$ cat config.mk
export PLATFORM = sky130hd
export DESIGN_NAME = ntt_bank_addr_gen
export DESIGN_NICKNAME = d
export VERILOG_FILES = /design/src/rtl/ntt_bank_addr_gen.sv
export SDC_FILE = /design/constraint.sdc
export NUM_CORES = 1
export LEC_CHECK = 0
export CAP_MARGIN = 15
export CORE_ASPECT_RATIO = 1.2
export CORE_MARGIN = 4
export CORE_UTILIZATION = 51
export CTS_BUF_LIST = sky130_fd_sc_hd__clkbuf_16
export DETAILED_ROUTE_END_ITERATION = 16
export PLACE_DENSITY = 0.81
export SLEW_MARGIN = 20
export SYNTH_ARGS = -nofsm -noshare
export SYNTH_HDL_FRONTEND = slang
export SYNTH_SLANG_ARGS = --single-unit
$ cat constraint.sdc
create_clock -name clk -period 6 [get_ports clk]
set_clock_uncertainty 0.2 [all_clocks]
set_input_delay 1.8 -clock clk [delete_from_list [all_inputs] [get_ports clk]]
set_output_delay 1.8 -clock clk [all_outputs]
set_load 0.01 [all_outputs]
$ cat src/rtl/ntt_bank_addr_gen.sv
// NTT coefficient/twiddle address generator for a 4-bank conflict-free memory.
// Emits two radix-2 butterflies (four coefficient accesses) per cycle, stage by stage.
module ntt_bank_addr_gen #(
   parameter int LOGN = 11,
   parameter int BAW  = LOGN - 2,
   parameter int GAP  = 10
) (
   input  logic            clk,
   input  logic            rstn,
   input  logic            start,
   input  logic            inv,
   output logic            busy,
   output logic            done,
   output logic            ren,
   output logic            wen,
   output logic [1:0]      newadd0_idx,
   output logic [1:0]      newadd1_idx,
   output logic [1:0]      newadd2_idx,
   output logic [1:0]      newadd3_idx,
   output logic [BAW-1:0]  newadd0,
   output logic [BAW-1:0]  newadd1,
   output logic [BAW-1:0]  newadd2,
   output logic [BAW-1:0]  newadd3,
   output logic [LOGN-1:0] tw_addr0,
   output logic [LOGN-1:0] tw_addr1,
   output logic [3:0]      stage
);

   localparam int GW = $clog2(GAP + 1);

   typedef enum logic [1:0] {
      S_IDLE,
      S_RUN,
      S_GAP,
      S_DONE
   } state_t;

   state_t         state_q, state_n;
   logic [BAW-1:0] c_q, c_n;
   logic [3:0]     s_q, s_n;
   logic [GW-1:0]  g_q, g_n;
   logic           inv_q, inv_n;
   logic           last_stage;

   function automatic logic [1:0] bank_idx(input logic [LOGN-1:0] x);
      return {^x[LOGN-1:1], x[0]};
   endfunction

   function automatic logic [BAW-1:0] bank_addr(input logic [LOGN-1:0] x);
      return x[LOGN-1:2];
   endfunction

   always_ff @(posedge clk or negedge rstn) begin
      if (!rstn) begin
         state_q <= S_IDLE;
         c_q     <= '0;
         s_q     <= '0;
         g_q     <= '0;
         inv_q   <= 1'b0;
      end else begin
         state_q <= state_n;
         c_q     <= c_n;
         s_q     <= s_n;
         g_q     <= g_n;
         inv_q   <= inv_n;
      end
   end

   always_comb begin
      state_n    = state_q;
      c_n        = c_q;
      s_n        = s_q;
      g_n        = g_q;
      inv_n      = inv_q;
      last_stage = inv_q ? (s_q == 4'd0) : (s_q == 4'(LOGN - 1));
      unique case (state_q)
         S_IDLE: begin
            if (start) begin
               state_n = S_RUN;
               inv_n   = inv;
               s_n     = inv ? 4'(LOGN - 1) : 4'd0;
               c_n     = '0;
            end
         end
         S_RUN: begin
            c_n = c_q + 1'b1;
            if (c_q == '1) begin
               state_n = S_GAP;
               c_n     = '0;
               g_n     = '0;
            end
         end
         S_GAP: begin
            g_n = g_q + 1'b1;
            if (g_q == GW'(GAP - 1)) begin
               if (last_stage) begin
                  state_n = S_DONE;
               end else begin
                  state_n = S_RUN;
                  s_n     = inv_q ? s_q - 4'd1 : s_q + 4'd1;
               end
            end
         end
         S_DONE: state_n = S_IDLE;
         default: state_n = S_IDLE;
      endcase
   end

   // Outputs are registered from next-state values so they line up with ren.
   logic            run_n, busy_n, done_n;
   logic [LOGN-1:0] h, msk;
   logic [LOGN-1:0] b [2];
   logic [LOGN-1:0] o [2];
   logic [LOGN-1:0] top [2];
   logic [LOGN-1:0] bot [2];
   logic [LOGN-1:0] tw_n [2];
   logic [LOGN-1:0] x_n [4];
   logic [1:0]      idx_n [4];
   logic [BAW-1:0]  addr_n [4];

   always_comb begin
      run_n  = (state_n == S_RUN);
      busy_n = (state_n == S_RUN) || (state_n == S_GAP);
      done_n = (state_n == S_DONE);
      h      = LOGN'(1) << s_n;
      msk    = h - 1'b1;
      b[0]   = {1'b0, c_n, 1'b0};
      b[1]   = {1'b0, c_n, 1'b1};
      for (int j = 0; j < 2; j++) begin
         o[j]    = b[j] & msk;
         top[j]  = ((b[j] >> s_n) << (s_n + 4'd1)) | o[j];
         bot[j]  = top[j] + h;
         tw_n[j] = run_n ? h + o[j] : '0;
      end
      x_n[0] = top[0];
      x_n[1] = bot[0];
      x_n[2] = top[1];
      x_n[3] = bot[1];
      for (int k = 0; k < 4; k++) begin
         idx_n[k]  = run_n ? bank_idx(x_n[k]) : 2'd0;
         addr_n[k] = run_n ? bank_addr(x_n[k]) : '0;
      end
   end

   always_ff @(posedge clk or negedge rstn) begin
      if (!rstn) begin
         busy        <= 1'b0;
         done        <= 1'b0;
         ren         <= 1'b0;
         wen         <= 1'b0;
         newadd0_idx <= '0;
         newadd1_idx <= '0;
         newadd2_idx <= '0;
         newadd3_idx <= '0;
         newadd0     <= '0;
         newadd1     <= '0;
         newadd2     <= '0;
         newadd3     <= '0;
         tw_addr0    <= '0;
         tw_addr1    <= '0;
         stage       <= '0;
      end else begin
         busy        <= busy_n;
         done        <= done_n;
         ren         <= run_n;
         wen         <= run_n;
         newadd0_idx <= idx_n[0];
         newadd1_idx <= idx_n[1];
         newadd2_idx <= idx_n[2];
         newadd3_idx <= idx_n[3];
         newadd0     <= addr_n[0];
         newadd1     <= addr_n[1];
         newadd2     <= addr_n[2];
         newadd3     <= addr_n[3];
         tw_addr0    <= tw_n[0];
         tw_addr1    <= tw_n[1];
         stage       <= busy_n ? s_n : 4'd0;
      end
   end

endmodule

==> flow_metrics.tcl <==
set metrics [dict create \
    hold_buffers 0 \
    antenna_found_initial 0 \
    layout.area.seq_um2 2052 \
    grt-ovfl-total 0 \
    r2r_setup_slack_ps -570 \
    syn_to_final_growth_pct 67.32 \
    drive_above_1_share_pct 44.83 \
    end_kind "flip-flop" \
    crit_required_ps 6040 \
    slew_viol_final 0 \
    seq_area_frac_synth_pct 32.23 \
    ys_types 86 \
    cp_max_fo 5 \
    multi_input_area_um2 4832 \
    final_core_util_pct 87.55 \
    holdPathEnd "g_q[2]$_DFFE_PN0P_" \
    gp_congestion 0.9323 \
    syn_inst 715 \
    slew-limit-headroom_pct 49.14 \
    worst_slew_pin_slew_ps 762.9 \
    ys.flop_type "dfrtp_1" \
    io_pins 78 \
    rows 44 \
    ctsRootBufferMaster "clkbuf_16" \
    first_global_vias 7484 \
    violations "negative setup slack" \
    dieArea_um2 14340 \
    path_buf_inv 4 \
    die_h_um 130.4 \
    critical_path_class "in -> reg" \
    status "finished with violations" \
    clock_latency_ps 360 \
    ant_nets 0 \
    ff2ff_path_depth 26 \
    vdd_ir_drop_max_mv 1.005 \
    hold_path_startpoint "g_q[2]$_DFFE_PN0P_" \
    die_w_um 110.0 \
    synth_edf_count 0 \
    yosysWarnings 0 \
    cts_buffers 9 \
    setup_ws_ps -914.2 \
    hpwl_um 18210 \
    routed_wl_um 28320 \
    grt_max_degree 83 \
    port_buffers 77 \
    fmax_mhz 144.6 \
    syn_area_um2 6366 \
    worstPathArrival_ps 6960 \
    p_leak_nw 5.079 \
    holdCritPathClass "reg -> reg" \
    reg2reg_to "newadd1_idx[1]$_DFF_PN0_" \
    regToRegStartpoint "c_q[0]$_DFF_PN0_" \
    setup_viol 8 \
    via_count 7551 \
    cts_buffer_depth 2 \
    async_reset_ff_share_pct 100.0 \
    drtIter0Drc 876 \
    power_density_nw_per_um2 555.3 \
    synth_nets 761 \
    rsz0062_at_grt "true" \
    ys_ff_latch 82 \
    fin_nets 1105 \
    detail_route.first_pass.iterations 7 \
    routedWlPerCell_um 23.12 \
    via_per_inst 6.164 \
    cts_tree "built" \
    nFillCells 566 \
    drc 0 \
    grt_pass1_wl_um 38850 \
    cts_sinks 82 \
    placed_cell_area_um2 9131 \
    period_minus_slack_ps 6914 \
    diodes 0 \
    min_path_cells 1 \
    avgSynthCellArea_um2 8.904 \
    period_share_pct 115.2 \
    cpMaxStageDelayCell "xnor3_1" \
    hold_viol 0 \
    startpoint_type "input pin" \
    final_area_um2 10650 \
    htree_levels 3 \
    coreArea_um2 12170 \
    cpPeakStageDelay_ps 430 \
    path_delay_family "compound AO/OA/AOI/OAI gates" \
    start_util_pct 52.32 \
    cap_violations 0 \
    grtUsageTotal_pct 35.52 \
    clk_pin_slew_ps 70 \
]
-- final cells by class --
type / instances / area share, %
clock buffer: 9 / 2.114
tap: 161 / 1.891
inverter: 46 / 1.762
timing repair buffer: 374 / 29.08
sequential: 82 / 19.26
clock inverter: 7 / 0.5169
multi-input combinational: 546 / 45.37
-- worst max path at each step --
| stage | start | endpoint | cells past startpoint |
|---|---|---|---|
| 6_report | start | newadd1_idx[1]$_DFF_PN0_ | 25 |
| 5_1_grt | start | newadd1_idx[1]$_DFF_PN0_ | 26 |
| 4_1_cts | start | newadd1_idx[1]$_DFF_PN0_ | 24 |
| 3_5_place_dp | start | newadd1_idx[1]$_DFF_PN0_ | 23 |
| 3_3_place_gp | start | newadd1_idx[1]$_DFF_PN0_ | 25 |
| 2_1_floorplan | start | newadd1_idx[1]$_DFF_PN0_ | 23 |
-- state kept, by name, indices dropped and copies added (netlist names) --
name / cells
busy: 1
c_q: 9
done: 1
g_q: 4
inv_q: 1
newadd0: 9
newadd0_idx: 2
newadd1: 9
newadd1_idx: 2
newadd2: 9
newadd2_idx: 2
newadd3: 9
newadd3_idx: 2
s_q: 4
stage: 4
state_q: 2
tw_addr0: 2
tw_addr1: 9
wen: 1
-- placed cells by master (no fill, tap or decap), types with 17 or more instances in the layout --
cell type	instances
ha_1	25
o21ai_0	17
nand2_1	38
nor2_1	63
inv_1	36
xnor2_1	33
a21oi_1	33
and2_1	20
dfrtp_1	82
clkdlybuf4s50_1	74
buf_6	17
buf_4	278
-- power by group --
part	total (mW)	switching (mW)	internal, mW	leakage, nW
sequential	0.806	0.0688	0.737	1.06
combinational	4.55	2.12	2.44	3.88
clock	0.555	0.270	0.285	0.131
total	5.91	2.46	3.46	5.08
-- timing repair --
action,in CTS,in global routing
pin swaps,35,55
gates resized for setup,85,105
buffers inserted,29,27
endpoints found under the setup margin,22,12
-- cell families (layout without fill, tap and decap cells) --
kind of cell	count (synthesis)	count (layout)	share of synthesized area (%)
flops	82	82	32.23
simple gates	245	245	20.05
mux	20	20	4.029
buf+inv	87	436	6.132
compound gates	182	182	20.03
fa+ha+maj	46	46	9.375
xor+xnor	53	53	8.156
-- metrics by stage --
| stage | cells | setup TNS [ps] | power (mW) | setup WS (ps) | hold WS (ps) |
|---|---|---|---|---|---|
| after floorplan | 715 | -1017 | 3.013 | -656.2 | 316.0 |
| after global placement | 1158 | -14810 | 4.468 | -1407 | 346.0 |
| after CTS | 1203 | -774.2 | 5.336 | -499.5 | 366.2 |
| after global routing | 1225 | -3770 | 6.196 | -1049 | 411.1 |
| final | 1225 | -2251 | 5.915 | -914.2 | 384.5 |
| after detailed placement | 1158 | -17270 | 4.559 | -1521 | 356.8 |
-- metal layers --
metal  vias to the layer above  track usage, %  share of wire (%)
met3                       191           7.076                7.2
met4                         0           24.14                8.0
met2                       506           62.86                 51
met5                         -               0                  0
met1                      3637           37.67                 34
li1                       3217               -                  -
-- synthesized netlist by cell type (12+ instances only) --
master | number | area share (%)
buf_4 | 13 | 1.5
dfrtp_1 | 82 | 32
xor2_1 | 12 | 1.7
o21ai_0 | 31 | 2.4
nand2_1 | 47 | 2.8
nor3_1 | 21 | 1.7
nor2_1 | 71 | 4.2
clkbuf_1 | 20 | 1.2
inv_1 | 40 | 2.4
and2_1 | 23 | 2.3
a21oi_1 | 48 | 3.8
ha_1 | 38 | 7.5
xnor2_1 | 37 | 5.1
-- worst reg2reg max path, cell delays in order (launching register included) --
cell      delay, ps
dfrtp_1         380
ha_1            230
nand2_1          80
nor3_1           50
ha_1            270
nor3b_2         420
mux2i_2         260
buf_4           210
o21ai_1         440
o31ai_4         200
a221oi_4        310
a22oi_2         130
or2_4           290
o22ai_2         140
ha_1            270
a21o_1          240
a21oi_4         190
nor2b_4          60
nor2_4          120
inv_2            50
maj3_2          310
o21a_1          210
o21a_1          220
o31ai_4         250
xnor2_1         170
xnor3_1         430
mux2_4          300
No activity file was read; power rests on OpenSTA's default activity.
